## config.mk

```make
export PLATFORM = sky130hd
export DESIGN_NAME = cnn_layer_feeder_flat
export DESIGN_NICKNAME = d
export VERILOG_FILES = /design/src/rtl/cnn_pkg.sv /design/src/rtl/cnn_layer_feeder_if.sv /design/src/rtl/cnn_result_fifo.sv /design/src/rtl/cnn_layer_feeder.sv /design/src/flat_wrapper.sv
export SDC_FILE = /design/constraint.sdc
export NUM_CORES = 1
export LEC_CHECK = 0
export BUFFER_PORTS_ARGS = -buffer_cell sky130_fd_sc_hd__buf_2
export CAP_MARGIN = 15
export CORE_AREA = 2 2 126 189
export CTS_CLUSTER_SIZE = 16
export DETAILED_ROUTE_END_ITERATION = 10
export DIE_AREA = 0 0 128 191
export GPL_ROUTABILITY_DRIVEN = 0
export PLACE_DENSITY = 0.53
export REMOVE_ABC_BUFFERS = 1
export SYNTH_ARGS = -nofsm -noshare
export SYNTH_HDL_FRONTEND = slang
export SYNTH_SLANG_ARGS = --single-unit
```

## constraint.sdc

```tcl
create_clock -name clk -period 4 [get_ports clk]
set_clock_uncertainty 0.2 [all_clocks]
set_input_delay 0.4 -clock clk [delete_from_list [all_inputs] [get_ports clk]]
set_output_delay 0.4 -clock clk [all_outputs]
set_load 0.05 [all_outputs]
```

## src/rtl/cnn_pkg.sv

```systemverilog
// Shared widths, frame sizes and sequencer state encoding for the CNN layer feeder.
// Imported by the feeder interface, the result FIFO user and the top.
package cnn_pkg;

    localparam int IMG_W       = 4;
    localparam int FLT_W       = 4;
    localparam int RES_W       = 10;
    localparam int NUM_PAIRS   = 15;
    localparam int NUM_RESULTS = NUM_PAIRS / 3;
    localparam int RES_LAT     = 2;

    localparam int PAIR_CW = $clog2(NUM_PAIRS + 1);
    localparam int RES_CW  = $clog2(NUM_RESULTS + 1);

    typedef enum logic [2:0] {
        S_IDLE,
        S_WRITE,
        S_GAP,
        S_READ,
        S_DRAIN
    } feeder_state_t;

    typedef struct packed {
        logic [IMG_W-1:0]        img;
        logic signed [FLT_W-1:0] flt;
    } pair_t;

endpackage

```

## src/rtl/cnn_layer_feeder_if.sv

```systemverilog
// Load, layer and result ports of the feeder; master is the feeder side.
// CNN_FEEDER_ZERO_CNT_EN adds the zero_cnt status output.
interface cnn_layer_feeder_if;
    import cnn_pkg::*;

    logic                    ld_valid;
    logic                    ld_ready;
    logic [IMG_W-1:0]        ld_image;
    logic signed [FLT_W-1:0] ld_filter;
    logic                    go;
    logic                    Start;
    logic [IMG_W-1:0]        Image;
    logic signed [FLT_W-1:0] Filter;
    logic                    ReadEn;
    logic signed [RES_W-1:0] ConvResult;
    logic                    res_valid;
    logic                    res_ready;
    logic signed [RES_W-1:0] res_data;
    logic                    busy;
    logic                    done;
`ifdef CNN_FEEDER_ZERO_CNT_EN
    logic [2:0]              zero_cnt;

    modport master (
        input  ld_valid, ld_image, ld_filter, go, ConvResult, res_ready,
        output ld_ready, Start, Image, Filter, ReadEn,
        output res_valid, res_data, busy, done, zero_cnt
    );

    modport slave (
        output ld_valid, ld_image, ld_filter, go, ConvResult, res_ready,
        input  ld_ready, Start, Image, Filter, ReadEn,
        input  res_valid, res_data, busy, done, zero_cnt
    );
`else
    modport master (
        input  ld_valid, ld_image, ld_filter, go, ConvResult, res_ready,
        output ld_ready, Start, Image, Filter, ReadEn,
        output res_valid, res_data, busy, done
    );

    modport slave (
        output ld_valid, ld_image, ld_filter, go, ConvResult, res_ready,
        input  ld_ready, Start, Image, Filter, ReadEn,
        input  res_valid, res_data, busy, done
    );
`endif

endinterface

```

## src/rtl/cnn_result_fifo.sv

```systemverilog
// Small synchronous FIFO with arbitrary depth; head word is visible combinationally.
module cnn_result_fifo #(
    parameter int DEPTH = 5,
    parameter int WIDTH = 10,
    localparam int CW = $clog2(DEPTH + 1),
    localparam int PW = (DEPTH > 1) ? $clog2(DEPTH) : 1
) (
    input  logic             clk,
    input  logic             rst_n,
    input  logic             push_i,
    input  logic [WIDTH-1:0] wdata_i,
    input  logic             pop_i,
    output logic [WIDTH-1:0] rdata_o,
    output logic [CW-1:0]    count_o,
    output logic             empty_o
);

    logic [WIDTH-1:0] mem_q [DEPTH];
    logic [PW-1:0]    wr_q;
    logic [PW-1:0]    rd_q;
    logic [CW-1:0]    cnt_q;
    logic             do_push;
    logic             do_pop;

    function automatic logic [PW-1:0] wrap(input logic [PW-1:0] p);
        return (p == PW'(DEPTH - 1)) ? '0 : p + 1'b1;
    endfunction

    assign empty_o = (cnt_q == '0);
    assign count_o = cnt_q;
    assign rdata_o = empty_o ? '0 : mem_q[rd_q];
    assign do_pop  = pop_i & ~empty_o;
    // A full FIFO still takes a push when the head leaves in the same cycle.
    assign do_push = push_i & ((cnt_q != CW'(DEPTH)) | do_pop);

    always_ff @(posedge clk or negedge rst_n) begin
        if (!rst_n) begin
            wr_q  <= '0;
            rd_q  <= '0;
            cnt_q <= '0;
            for (int i = 0; i < DEPTH; i++) begin
                mem_q[i] <= '0;
            end
        end else begin
            if (do_push) begin
                mem_q[wr_q] <= wdata_i;
                wr_q        <= wrap(wr_q);
            end
            if (do_pop) begin
                rd_q <= wrap(rd_q);
            end
            case ({do_push, do_pop})
                2'b10:   cnt_q <= cnt_q + 1'b1;
                2'b01:   cnt_q <= cnt_q - 1'b1;
                default: cnt_q <= cnt_q;
            endcase
        end
    end

endmodule

```

## src/rtl/cnn_layer_feeder.sv

```systemverilog
// Frame sequencer: buffers 15 pairs, plays them into the conv layer, collects results.
// Define CNN_FEEDER_ZERO_CNT_EN to add the per-frame zero-result counter.
module cnn_layer_feeder
    import cnn_pkg::*;
(
    input logic                clk,
    input logic                rst_n,
    cnn_layer_feeder_if.master bus
);

    feeder_state_t           state_q;
    pair_t                   pair_q [NUM_PAIRS];
    logic [PAIR_CW-1:0]      ld_cnt_q;
    logic [PAIR_CW-1:0]      wr_idx_q;
    logic [RES_CW-1:0]       rd_cnt_q;
    logic [RES_CW-1:0]       push_cnt_q;
    logic                    start_q;
    logic                    rden_q;
    logic                    busy_q;
    logic                    done_q;
    logic [IMG_W-1:0]        image_q;
    logic signed [FLT_W-1:0] filter_q;
    logic [RES_LAT-1:0]      vpipe_q;

    logic                    ld_fire;
    logic                    go_fire;
    logic                    push;
    logic                    pop;
    logic                    drain_done;
    logic                    fifo_empty;
    logic [RES_CW-1:0]       fifo_cnt;
    logic [RES_W-1:0]        fifo_rdata;

    assign bus.ld_ready  = (state_q == S_IDLE) &&
                           (ld_cnt_q < PAIR_CW'(NUM_PAIRS));
    assign ld_fire       = bus.ld_valid & bus.ld_ready;
    assign go_fire       = (state_q == S_IDLE) & bus.go &
                           (ld_cnt_q == PAIR_CW'(NUM_PAIRS));
    assign push          = vpipe_q[RES_LAT-1] &
                           ((state_q == S_READ) | (state_q == S_DRAIN));
    assign pop           = bus.res_valid & bus.res_ready;
    // Leave DRAIN on the edge that empties the FIFO, not one cycle later.
    assign drain_done    = (push_cnt_q == RES_CW'(NUM_RESULTS)) && !push &&
                           (fifo_cnt == RES_CW'(pop));

    assign bus.Start     = start_q;
    assign bus.Image     = image_q;
    assign bus.Filter    = filter_q;
    assign bus.ReadEn    = rden_q;
    assign bus.busy      = busy_q;
    assign bus.done      = done_q;
    assign bus.res_valid = !fifo_empty;
    assign bus.res_data  = fifo_rdata;

    always_ff @(posedge clk) begin
        if (ld_fire) begin
            pair_q[ld_cnt_q] <= '{img: bus.ld_image, flt: bus.ld_filter};
        end
    end

    always_ff @(posedge clk or negedge rst_n) begin
        if (!rst_n) begin
            vpipe_q <= '0;
        end else begin
            vpipe_q <= (vpipe_q << 1) | RES_LAT'(rden_q);
        end
    end

    always_ff @(posedge clk or negedge rst_n) begin
        if (!rst_n) begin
            state_q    <= S_IDLE;
            ld_cnt_q   <= '0;
            wr_idx_q   <= '0;
            rd_cnt_q   <= '0;
            push_cnt_q <= '0;
            start_q    <= 1'b0;
            rden_q     <= 1'b0;
            busy_q     <= 1'b0;
            done_q     <= 1'b0;
            image_q    <= '0;
            filter_q   <= '0;
        end else begin
            done_q <= 1'b0;
            if (ld_fire) begin
                ld_cnt_q <= ld_cnt_q + 1'b1;
            end
            if (push) begin
                push_cnt_q <= push_cnt_q + 1'b1;
            end
            unique case (state_q)
                S_IDLE: begin
                    if (go_fire) begin
                        state_q    <= S_WRITE;
                        busy_q     <= 1'b1;
                        start_q    <= 1'b1;
                        image_q    <= pair_q[0].img;
                        filter_q   <= pair_q[0].flt;
                        wr_idx_q   <= PAIR_CW'(1);
                        push_cnt_q <= '0;
                    end
                end
                S_WRITE: begin
                    if (wr_idx_q == PAIR_CW'(NUM_PAIRS)) begin
                        state_q  <= S_GAP;
                        start_q  <= 1'b0;
                        image_q  <= '0;
                        filter_q <= '0;
                    end else begin
                        image_q  <= pair_q[wr_idx_q].img;
                        filter_q <= pair_q[wr_idx_q].flt;
                        wr_idx_q <= wr_idx_q + 1'b1;
                    end
                end
                S_GAP: begin
                    state_q  <= S_READ;
                    rden_q   <= 1'b1;
                    rd_cnt_q <= RES_CW'(1);
                end
                S_READ: begin
                    if (rd_cnt_q == RES_CW'(NUM_RESULTS)) begin
                        state_q <= S_DRAIN;
                        rden_q  <= 1'b0;
                    end else begin
                        rd_cnt_q <= rd_cnt_q + 1'b1;
                    end
                end
                S_DRAIN: begin
                    if (drain_done) begin
                        state_q  <= S_IDLE;
                        busy_q   <= 1'b0;
                        done_q   <= 1'b1;
                        ld_cnt_q <= '0;
                    end
                end
                default: state_q <= S_IDLE;
            endcase
        end
    end

`ifdef CNN_FEEDER_ZERO_CNT_EN
    logic [2:0] zero_cnt_q;

    assign bus.zero_cnt = zero_cnt_q;

    always_ff @(posedge clk or negedge rst_n) begin
        if (!rst_n) begin
            zero_cnt_q <= '0;
        end else if (go_fire) begin
            zero_cnt_q <= '0;
        end else if (push && (bus.ConvResult == '0)) begin
            zero_cnt_q <= zero_cnt_q + 1'b1;
        end
    end
`endif

    cnn_result_fifo #(
        .DEPTH (NUM_RESULTS),
        .WIDTH (RES_W)
    ) u_fifo (
        .clk     (clk),
        .rst_n   (rst_n),
        .push_i  (push),
        .wdata_i (bus.ConvResult),
        .pop_i   (pop),
        .rdata_o (fifo_rdata),
        .count_o (fifo_cnt),
        .empty_o (fifo_empty)
    );

endmodule
```

## src/flat_wrapper.sv

```systemverilog
// flat-port wrapper written by rule: the top's interface ports become plain ports
module cnn_layer_feeder_flat import cnn_pkg::*;
  (clk, rst_n, bus_ld_valid, bus_ld_image, bus_ld_filter, bus_go, bus_ConvResult, bus_res_ready, bus_ld_ready, bus_Start, bus_Image, bus_Filter, bus_ReadEn, bus_res_valid, bus_res_data, bus_busy, bus_done);
  cnn_layer_feeder_if bus_i ();
  input logic clk;
  input logic rst_n;
  input wire logic [$bits(bus_i.ld_valid)-1:0] bus_ld_valid;
  input wire logic [$bits(bus_i.ld_image)-1:0] bus_ld_image;
  input wire logic [$bits(bus_i.ld_filter)-1:0] bus_ld_filter;
  input wire logic [$bits(bus_i.go)-1:0] bus_go;
  input wire logic [$bits(bus_i.ConvResult)-1:0] bus_ConvResult;
  input wire logic [$bits(bus_i.res_ready)-1:0] bus_res_ready;
  output wire logic [$bits(bus_i.ld_ready)-1:0] bus_ld_ready;
  output wire logic [$bits(bus_i.Start)-1:0] bus_Start;
  output wire logic [$bits(bus_i.Image)-1:0] bus_Image;
  output wire logic [$bits(bus_i.Filter)-1:0] bus_Filter;
  output wire logic [$bits(bus_i.ReadEn)-1:0] bus_ReadEn;
  output wire logic [$bits(bus_i.res_valid)-1:0] bus_res_valid;
  output wire logic [$bits(bus_i.res_data)-1:0] bus_res_data;
  output wire logic [$bits(bus_i.busy)-1:0] bus_busy;
  output wire logic [$bits(bus_i.done)-1:0] bus_done;
  assign bus_i.ld_valid = bus_ld_valid;
  assign bus_i.ld_image = bus_ld_image;
  assign bus_i.ld_filter = bus_ld_filter;
  assign bus_i.go = bus_go;
  assign bus_i.ConvResult = bus_ConvResult;
  assign bus_i.res_ready = bus_res_ready;
  assign bus_ld_ready = bus_i.ld_ready;
  assign bus_Start = bus_i.Start;
  assign bus_Image = bus_i.Image;
  assign bus_Filter = bus_i.Filter;
  assign bus_ReadEn = bus_i.ReadEn;
  assign bus_res_valid = bus_i.res_valid;
  assign bus_res_data = bus_i.res_data;
  assign bus_busy = bus_i.busy;
  assign bus_done = bus_i.done;
  cnn_layer_feeder u_core (.clk(clk), .rst_n(rst_n), .bus(bus_i));
endmodule
```

# [Word-level counts from Yosys, hierarchy flattened]
# Memories as Yosys holds them, arrays and structs flattened.
# Cells that the tools add are included.
# W data, S select, Z words.
[classes] addsub=8 multipliers=0 n_div=0 magnitude_cmp=4 n_eq_ne=20 shifts=0 muxes=43 bitwise=13 n_reduce_logical=19
[ops] operator="$bwmux W50" count=1
[ops] operator="$mux W10" count=4
[ops] operator="$mux W4" count=9
[ops] operator="$bmux W10 S3" count=1
[ops] operator="$demux W10 S3" count=1
[ops] operator="$mux W3" count=10
[ops] operator="$pmux W4 S2" count=3
[ops] operator="$add A3 B1 Y3 const B" count=5
[ops] operator="$eq A3 B3 Y1 const B" count=5
[ops] operator="$pmux W3 S5" count=1
[ops] operator="$pmux W3 S2" count=2
[ops] operator="$reduce_and A3 Y1" count=3
[ops] operator="$add A4 B1 Y4 const B" count=2
[ops] operator="$eq A4 B4 Y1 const B" count=2
[ops] operator="$ge A4 B4 Y1 const B" count=2
[ops] operator="$mux W1" count=8
[ops] operator="$not A3 Y4" count=2
[ops] operator="$reduce_bool A2 Y1" count=4
[ops] operator="$and A1 B1 Y1" count=7
[ops] operator="$eq A3 B2 Y1 const B" count=2
[ops] operator="$logic_not A3 Y1" count=2
[ops] operator="$ne A2 B1 Y1 const B" count=3
[ops] operator="$ne A2 B2 Y1 const B" count=3
[ops] operator="$pmux W1 S2" count=3
[ops] operator="other kinds (15)" count=22
[totals] reg_bits=90 latchBits=0 mem_bits_rw=120 romBits=0 out_inout_bits=24 memories=1
[memory_table] name="u_core.pair_q" words=15 width=8 rd=2 rd_ports_with_merged_regs=0 wr=1 line="cnn_layer_feeder.sv:12" text="pair_t pair_q [NUM_PAIRS];"

# [Longest topological paths before layout]
# Gate-level depths: netlist of the first run.
[depth] ltp_word=8 mapped_depth=10 mapped_depth_nobuf=10

# [By module]
# A second synthesis of the first run with hierarchy kept.
[unflattened] hier_cells=594 area_unflattened_um2=9167.5
[modules_own_cells] mod="cnn_layer_feeder" n_inst=1 cells_per_inst=383 area_per_inst_um2=6318.6
[modules_own_cells] mod="cnn_result_fifo" n_inst=1 cells_per_inst=211 area_per_inst_um2=2849.0

# [Worst setup path before layout of the first run]
# Ideal clock, no wire load.
[synth_timing] path_type="register to output" startpoint="register u_core.u_fifo.rd_q[0]" endpoint="output port bus_res_data[0]" t_arrival_ns=2.253 required_time_ns=3.400 slack_ns=1.147 stages_incl_launch_ff=5 path_buffers=1 cell_sequence="dfrtp_1 > buf_1 > nor3_1 > a22oi_1 > nor2_1"
[synth_between] elab_chain_len=5
[synth_lines] item="start: declaration" line="cnn_result_fifo.sv:20" text="logic [PW-1:0] rd_q;"
[synth_lines] item="start signal: assignment" line="cnn_result_fifo.sv:50" text="rd_q <= wrap(rd_q);"
[synth_lines] item="$not A3 Y4 (not written as such)" line="cnn_result_fifo.sv:31" text="assign rdata_o = empty_o ? '0 : mem_q[rd_q];"
[synth_lines] item="$bmux W10 S3" line="cnn_result_fifo.sv:31"
[synth_lines] item="$mux W10 (not written as such) (2 in a row)" line="cnn_result_fifo.sv:31"
[synth_lines] item="$mux W10" line="cnn_result_fifo.sv:31"
[synth_lines] item="end: declaration" line="flat_wrapper.sv:19" text="output wire logic [$bits(bus_i.res_data)-1:0] bus_res_data;"
# No other way between the ends. The select of a mux whose other input is x is not followed.

# [Worst setup path after layout of the first run]
[layout_timing] startpoint="register u_core.u_fifo.rd_q[0]" endpoint="output port bus_res_data[4]"
# The elaborated chain is that of the path after synthesis.

==> reports/metrics.yaml, run 1 <==
status:
  status: "complete, no violations"
synthesis:
  yosysSeqAreaShare: 0.650
  synthesis.instances: 590
  ys.flop_type: "edfxtp_1"
  yosys_warnings: 0
  yosys.cell_types.count: 47
  syn_area_per_cell_um2: 15.3
  yosys.area.top_type: "edfxtp_1"
  netlist.area_leader.share: 0.400
  synth_edf_count: 120
  synth_seq_cells: 210
  synthTopCellsByArea: "edfxtp_1 40%, dfrtp_1 25%, mux4_2 8.0%"
  async_reset_ff_frac: 0.429
  syn_area_um2: 9010
clock_network:
  clock_latency_ns: 0.50
  root_buffer: "clkbuf_16"
  path_clk_slew_ns: 0.06
  numCtsBuffers: 22
  cts_tree: "built"
  htreeDepth: 1
  clk_path_buf_depth: 3
  numClockSinks: 210
global_route:
  grt_util_all_layers: 0.163
  grt_pass1_vias: 5462
  antenna_found_initial: 0
  grt_pass1_wl_mm: 30.4
  grt_max_degree: 65
  gr-total-overflow: 0
route:
  first_pass_iters: 4
  drc: 0
  met2_length_mm: 11.0
  vias: 5178
  totalWireLength_mm: 19.8
  routedWlPerCell_um: 20.8
  top_layer_used: "met4"
  antenna_left: 0
  drt_iter0_drc: 222
  wl_met3_um: 747
  met1Wirelength_mm: 7.67
  vias_per_cell: 5.46
critical_path:
  critPathSlowestCell: "dfrtp_1"
  critical-path-max-stage-delay_ns: 0.87
  crit_start: "u_core.u_fifo.rd_q[0]"
  cp-end-kind: "output port"
  cp.required_ns: 3.40
  cp_cell_sequence: "mux4_2 > a22oi_1 > nor2_1 > buf_2"
  regToRegStartpoint: "u_core.state_q[2]"
  cp_data_arrival_time_ns: 2.43
  critPathKind: "reg -> out"
  cp-start-kind: "flip-flop"
  cp_max_fo: 14
layout:
  fillerInstances: 2041
  layout_commonest_cell: "edfxtp_1"
  nNetsFinal: 692
  diodes: 0
  mostFrequentLayoutCells: "120 x edfxtp_1, 89 x dfrtp_1, 55 x mux2_2, 45 x buf_2, 32 x mux4_2"
  drive_gt1_frac: 0.274
  regArea_um2: 5860
  fin_util: 0.454
  final_area_um2: 10400
  multi_input_area_um2: 2970
  syn_to_final_growth_pct: 14.9
sta:
  relSlewSlack: 0.434
  drv_slew: 0
  fin_setup_tns_ns: 0
  worst_pin_slew_ns: 0.850
  timing.fmax_mhz: 330
  timing.final.ws_setup_ns: 0.966
  fin_crit_ns: 3.03
  rsz0062_at_grt: "false"
  setup_viol: 0
  final-hold-violation-count: 0
  fin_crit_sh: 0.758
die:
  start_util: 0.395
  dieHeight_um: 191
  rows: 68
  die_x_um: 128
  ios: 47
  coreArea_um2: 22800
  die_area_um2: 24400
pwr:
  power_leakage_uw: 0.00415
  seqPwrFrac: 0.425
  max-vdd-ir-drop_mv: 0.320
  power.density_nw_per_um2: 675
  swShare: 0.343
  pwr-share-comb: 0.300
  intPower_uw: 4590
  clkPwrFrac: 0.275
  switching_power_uw: 2390
min_path:
  hold_start: "bus_ConvResult[6]"
  hold_class: "in -> reg"
placed_design:
  place_hpwl_mm: 12.9
  dpl-instance-area_um2: 9570
  port_buffers: 46
  pre_cts_slack_ns: 1.35
run:
  maxCapViolCount: 0
## cell type report
class                           instances  area share
Sequential cell                       210       0.566
Tap cell                              280      0.0338
Clock buffer                           34      0.0635
Inverter                               17     0.00616
Multi-Input combinational cell        334       0.287
Timing Repair Buffer                   69      0.0416
Clock inverter                          5     0.00230
## critical path: cells and delay by family (launching register included)
family / cells / cell delay, ns
flops: 1 / 0.87
simple gates: 1 / 0.06
compound gates: 1 / 0.18
buf+inv: 1 / 0.21
mux: 1 / 0.62
## power by group through the flow
| stage | combinational (µW) | sequential [µW] | clock, µW |
|---|---|---|---|
| 2_1_floorplan | 1270 | 3140 | 0 |
| 3_3_place_gp | 2060 | 3000 | 0 |
| 3_5_place_dp | 2110 | 3020 | 0 |
| 4_1_cts | 2130 | 2970 | 1970 |
| 5_1_grt | 2290 | 3020 | 2050 |
| 6_report | 2100 | 2970 | 1920 |
## through the flow
step	hold slack (ns)	power (µW)	instances
detailed placement	0.145	5130	900
floorplan	-0.0956	4410	561
global placement	0.144	5060	900
global route	0.0101	7360	949
CTS	0.00131	7080	949
finish	0.0161	6990	949
## flip-flops by register name (all words and copies together), names as in the netlist
| name | flops |
|---|---|
| u_core.bus.Start | 1 |
| u_core.u_fifo.count_o | 3 |
| u_core.bus.ReadEn | 1 |
| u_core.u_fifo.mem_q | 50 |
| u_core.rd_cnt_q | 3 |
| u_core.state_q | 3 |
| u_core.bus.Image | 4 |
| u_core.vpipe_q | 2 |
| u_core.bus.busy | 1 |
| u_core.bus.done | 1 |
| u_core.u_fifo.wr_q | 3 |
| u_core.u_fifo.rd_q | 3 |
| u_core.pair_q | 120 |
| u_core.push_cnt_q | 3 |
| u_core.bus.Filter | 4 |
| u_core.ld_cnt_q | 4 |
| u_core.wr_idx_q | 4 |
## Yosys cell counts (2+ instances only)
library cell and count:
o21a_1 2, or4_1 3, nor2b_1 3, o211ai_1 4
mux2i_1 18, mux4_2 32, clkbuf_1 20, buf_2 8
a22o_1 2, nand2b_1 4, nand3_1 9, inv_1 15
nor3b_1 6, nand2_1 31, xor2_1 5, xnor2_1 3
o22ai_1 2, dfrtp_1 90, o21ai_0 28, a22oi_1 19
a2bb2oi_1 2, nor3_1 8, nand4_1 5, ha_1 14
and2_1 13, nor2_1 27, mux2_2 55, and3_1 7
edfxtp_1 120, a21oi_1 12, o221ai_1 7
## layer usage
| metal | vias to the layer above | track usage |
|---|---|---|
| li1 | 2374 | - |
| met5 | - | 0 |
| met4 | 0 | 0.0503 |
| met3 | 32 | 0.0210 |
| met2 | 98 | 0.316 |
| met1 | 2674 | 0.185 |
## timing repair
action | 4_1_cts | 5_1_grt
endpoints found under the hold margin | 99 | 0
buffers inserted | 0 | 0
gates resized for setup | 0 | 0
hold buffers | 10 | 0
## final timing paths
| path | cells after the start | end | slack, ns |
|---|---|---|---|
| max | 4 | bus_res_data[4] | 0.97 |
| min | 2 | u_core.u_fifo.mem_q[46] | 0.02 |
| max reg2reg | 5 | u_core.u_fifo.mem_q[20] | 1.30 |
| min reg2reg | 0 | u_core.vpipe_q[1] | 0.15 |
| max in group asynchronous | 3 | u_core.u_fifo.mem_q[48] | 2.35 |
| min in group asynchronous | 2 | u_core.wr_idx_q[1] | 0.36 |
## cells by family after synthesis
logic type / after synthesis / share of synthesized area
buf+inv: 46 / 0.0203
fa+ha+maj: 15 / 0.0217
compound gates: 84 / 0.0608
xor+xnor: 8 / 0.00778
flops: 210 / 0.650
mux: 105 / 0.169
simple gates: 122 / 0.0707
No activity file was read; power rests on OpenSTA's default activity.
==> inputs of run 2 (changes only) <==
--- a/config.mk
+++ b/config.mk
@@ -5,14 +5,15 @@
 export SDC_FILE = /design/constraint.sdc
 export NUM_CORES = 1
 export LEC_CHECK = 0
+export ABC_AREA = 1
 export BUFFER_PORTS_ARGS = -buffer_cell sky130_fd_sc_hd__buf_2
 export CAP_MARGIN = 15
-export CORE_AREA = 2 2 126 189
+export CORE_AREA = 2 2 129 194
 export CTS_CLUSTER_SIZE = 16
 export DETAILED_ROUTE_END_ITERATION = 10
-export DIE_AREA = 0 0 128 191
+export DIE_AREA = 0 0 131 196
 export GPL_ROUTABILITY_DRIVEN = 0
-export PLACE_DENSITY = 0.53
+export PLACE_DENSITY = 0.54
 export REMOVE_ABC_BUFFERS = 1
 export SYNTH_ARGS = -nofsm -noshare
 export SYNTH_HDL_FRONTEND = slang
==> constraint.sdc (replaced) <==
create_clock -name clk -period 2.7 [get_ports clk]
set_clock_uncertainty 0.2 [all_clocks]
set_input_delay 0.27 -clock clk [delete_from_list [all_inputs] [get_ports clk]]
set_output_delay 0.27 -clock clk [all_outputs]
set_load 0.05 [all_outputs]
==> run 2 against run 1 <==
Clock power up 57%. Utilization up 0.31 points. Combinational power down 41%. Critical path depth up 1. Sequential power up 18%. Area after synthesis up 4.8%. Hold slack better by 0.0066 ns. Setup slack worse by 0.82 ns. First-iteration DRC count up 38%. Final cell count up 44%. Count of clock-buffer cells in the layout down 7. Critical endpoint is now bus_res_data[2]. Largest power group unchanged. Highest routed layer unchanged.
==> reports/metrics.yaml, run 2 <==
route:
  antenna_left: 0  # unchanged
  vias_per_cell: 4.87  # was 5.46
  routedWlPerCell_um: 16.9  # was 20.8 µm
  vias: 6647  # was 5178
  first_pass_iters: 5  # was 4
  drc: 0  # unchanged
  drt_iter0_drc: 307  # was 222
  totalWireLength_mm: 23.1  # was 19.8 mm
sta:
  timing.final.ws_setup_ns: 0.149  # was 0.966 ns
  worst_pin_slew_ns: 0.748  # was 0.850 ns
  final-hold-violation-count: 0  # unchanged
  fin_crit_ns: 2.55
  drv_slew: 0  # unchanged
  setup_viol: 0  # unchanged
  fin_setup_tns_ns: 0  # unchanged
  fin_crit_sh: 0.945
  rsz0062_at_grt: "false"  # unchanged
  relSlewSlack: 0.500  # was 0.434
  timing.fmax_mhz: 392
layout:
  mostFrequentLayoutCells: "248 x nand2_1, 120 x edfxtp_1, 97 x nand3_1, 89 x dfrtp_1, 82 x inv_1"  # was 120 x edfxtp_1, 89 x dfrtp_1, 55 x mux2_2, 45 x buf_2, 32 x mux4_2
  nNetsFinal: 1063  # was 692
  fin_util: 0.457  # was 0.454
  syn_to_final_growth_pct: 16.7  # was 14.9%
  largest_register_ffs: 120  # unchanged
  diodes: 0  # unchanged
  final_area_um2: 11000  # was 10400 µm²
  reg_top3: "u_core.pair_q x120, u_core.u_fifo.mem_q x50"  # unchanged
  final_cell_count_no_fill: 1365  # was 949
  drive_gt1_frac: 0.152  # was 0.274
  layout_commonest_cell: "nand2_1"  # was edfxtp_1
  regMostFlops: "u_core.pair_q"  # unchanged
synthesis:
  synthesis.instances: 946  # was 590
  async_reset_ff_frac: 0.429  # unchanged
  yosys.cell_types.count: 37  # was 47
  yosys.area.top_type: "edfxtp_1"  # unchanged
  syn_area_per_cell_um2: 9.98  # was 15.3 µm²
  synth.most_common_cell: "nand2_1"  # was edfxtp_1
  yosysSeqAreaShare: 0.620  # was 0.650
  synth_edf_count: 120  # unchanged
  ys.flop_type: "edfxtp_1"  # unchanged
  syn_area_um2: 9440  # was 9010 µm²
  synthTopCellsByArea: "edfxtp_1 38%, dfrtp_1 24%, nand2_1 9.9%"  # was edfxtp_1 40%, dfrtp_1 25%, mux4_2 8.0%
  netlist.area_leader.share: 0.382  # was 0.400
  yosys_warnings: 0  # unchanged
  synth_seq_cells: 210  # unchanged
  ys_top_cells_by_count: "248 x nand2_1, 120 x edfxtp_1, 97 x nand3_1, 90 x dfrtp_1, 83 x inv_1"  # was 120 x edfxtp_1, 90 x dfrtp_1, 55 x mux2_2, 32 x mux4_2, 31 x nand2_1
clock_network:
  numCtsBuffers: 22  # unchanged
  cts_tree: "built"  # unchanged
  clk_path_buf_depth: 3  # unchanged
  htreeDepth: 1  # unchanged
  post_cts_buffers: 0  # unchanged
  path_clk_slew_ns: 0.06  # about the same
  root_buffer: "clkbuf_16"  # unchanged
  numClockSinks: 210  # unchanged
  clock_latency_ns: 0.50  # about the same
pwr:
  max-vdd-ir-drop_mv: 0.526  # was 0.320 mV
  power_leakage_uw: 0.00470  # was 0.00415 µW
  power.density_nw_per_um2: 704  # was 675 nW/µm²
critical_path:
  cp_cell_sequence: "nor3_2 > buf_4 > nand2_1 > a21oi_1 > buf_2"  # was mux4_2 > a22oi_1 > nor2_1 > buf_2
  cp.required_ns: 2.23  # was 3.40 ns
  critPathSlowestCell: "dfrtp_1"  # unchanged
  cp.depth: 5  # was 4
  critPathKind: "reg -> out"  # unchanged
  critPathTopFamily: "buffers and inverters"  # was flip-flops
  cp-end-kind: "output port"  # unchanged
  cp.buffers_inverters: 2  # was 1
  ff2ff_path_depth: 10  # was 5
  cp_data_arrival_time_ns: 2.08  # was 2.43 ns
  cp-start-kind: "flip-flop"  # unchanged
  critical-path-max-stage-delay_ns: 0.48  # was 0.87 ns
  cp_max_fo: 8  # was 14
die:
  die_x_um: 131  # was 128 µm
  ios: 47  # unchanged
  rows: 70  # was 68
  start_util: 0.392  # was 0.395
  dieHeight_um: 196  # was 191 µm
  coreArea_um2: 24100  # was 22800 µm²
  die_area_um2: 25700  # was 24400 µm²
placed_design:
  dpl-instance-area_um2: 10100  # was 9570 µm²
  place_hpwl_mm: 15.1  # was 12.9 mm
  pre_cts_slack_ns: 0.478  # was 1.35 ns
  placed_cells: 1304  # was 900
  port_buffers: 46  # unchanged
global_route:
  gr-total-overflow: 0  # unchanged
  grt_util_all_layers: 0.186  # was 0.163
  grt_pass1_wl_mm: 36.8  # was 30.4 mm
  grt_max_degree: 57  # was 65
  antenna_found_initial: 0  # unchanged
  grt_pass1_vias: 6691  # was 5462
min_path:
  min_path_cells: 1  # was 2
  hold_class: "in -> reg"  # unchanged
status:
  status: "complete, no violations"  # unchanged
run:
  maxCapViolCount: 0  # unchanged
[run 2: cell type report]
type	count	area (µm²)
sequential	210	5860
multi-input combinational	600	2950
fill	2346	13100
tap	324	405
timing repair buffer	98	701
inverter	93	370
clock inverter	13	113
clock buffer	27	612
[run 2: worst paths after layout]
| check | startpoint | end | slack (ns) |
|---|---|---|---|
| min in group asynchronous | rst_n | u_core.vpipe_q[1] | 0.46 |
| min reg2reg | u_core.vpipe_q[0] | u_core.vpipe_q[1] | 0.16 |
| min | bus_ld_image[0] | u_core.pair_q[11][4] | 0.02 |
| max | u_core.u_fifo.rd_q[0] | bus_res_data[2] | 0.15 |
| max in group asynchronous | rst_n | u_core.u_fifo.rd_q[2] | 0.50 |
| max reg2reg | u_core.u_fifo.count_o[0] | u_core.u_fifo.count_o[2] | 0.47 |
[run 2: timing repair]
item	4_1_cts	5_1_grt
setup endpoints to repair	0	2
resized for setup	0	1
endpoints found under the hold margin	208	0
hold buffers	21	0
[run 2: per-stage QoR]
step | power, µW | hold slack (ns)
global placement | 4760 | -0.0163
global route | 8070 | 0.00918
CTS | 7820 | 0.00911
finish | 7750 | 0.0227
detailed placement | 4770 | -0.0185
floorplan | 4330 | -0.226
[run 2: logic make-up (layout without fill, tap and decap cells)]
logic type / after synthesis / after routing / share of synthesized area
compound gates: 157 / 157 / 0.0953
xor+xnor: 5 / 5 / 0.00464
fa+ha+maj: 15 / 15 / 0.0207
buf+inv: 136 / 231 / 0.0668
flops: 210 / 210 / 0.620
mux: 1 / 1 / 0.00106
simple gates: 422 / 422 / 0.191
[run 2: layer usage]
metal	global-route usage	vias up	wire length (µm)
li1	-	3306	-
met1	0.220	3156	9230
met2	0.345	144	12400
met3	0.0215	41	826
met4	0.0587	0	613
met5	0	-	0
[run 2: report_power, final]
part	switching, µW	total, µW	internal (µW)	leakage, µW
Sequential	48.9	3490	3440	0.00223
Clock	1220	3020	1800	0.000357
Combinational	857	1230	374	0.00211
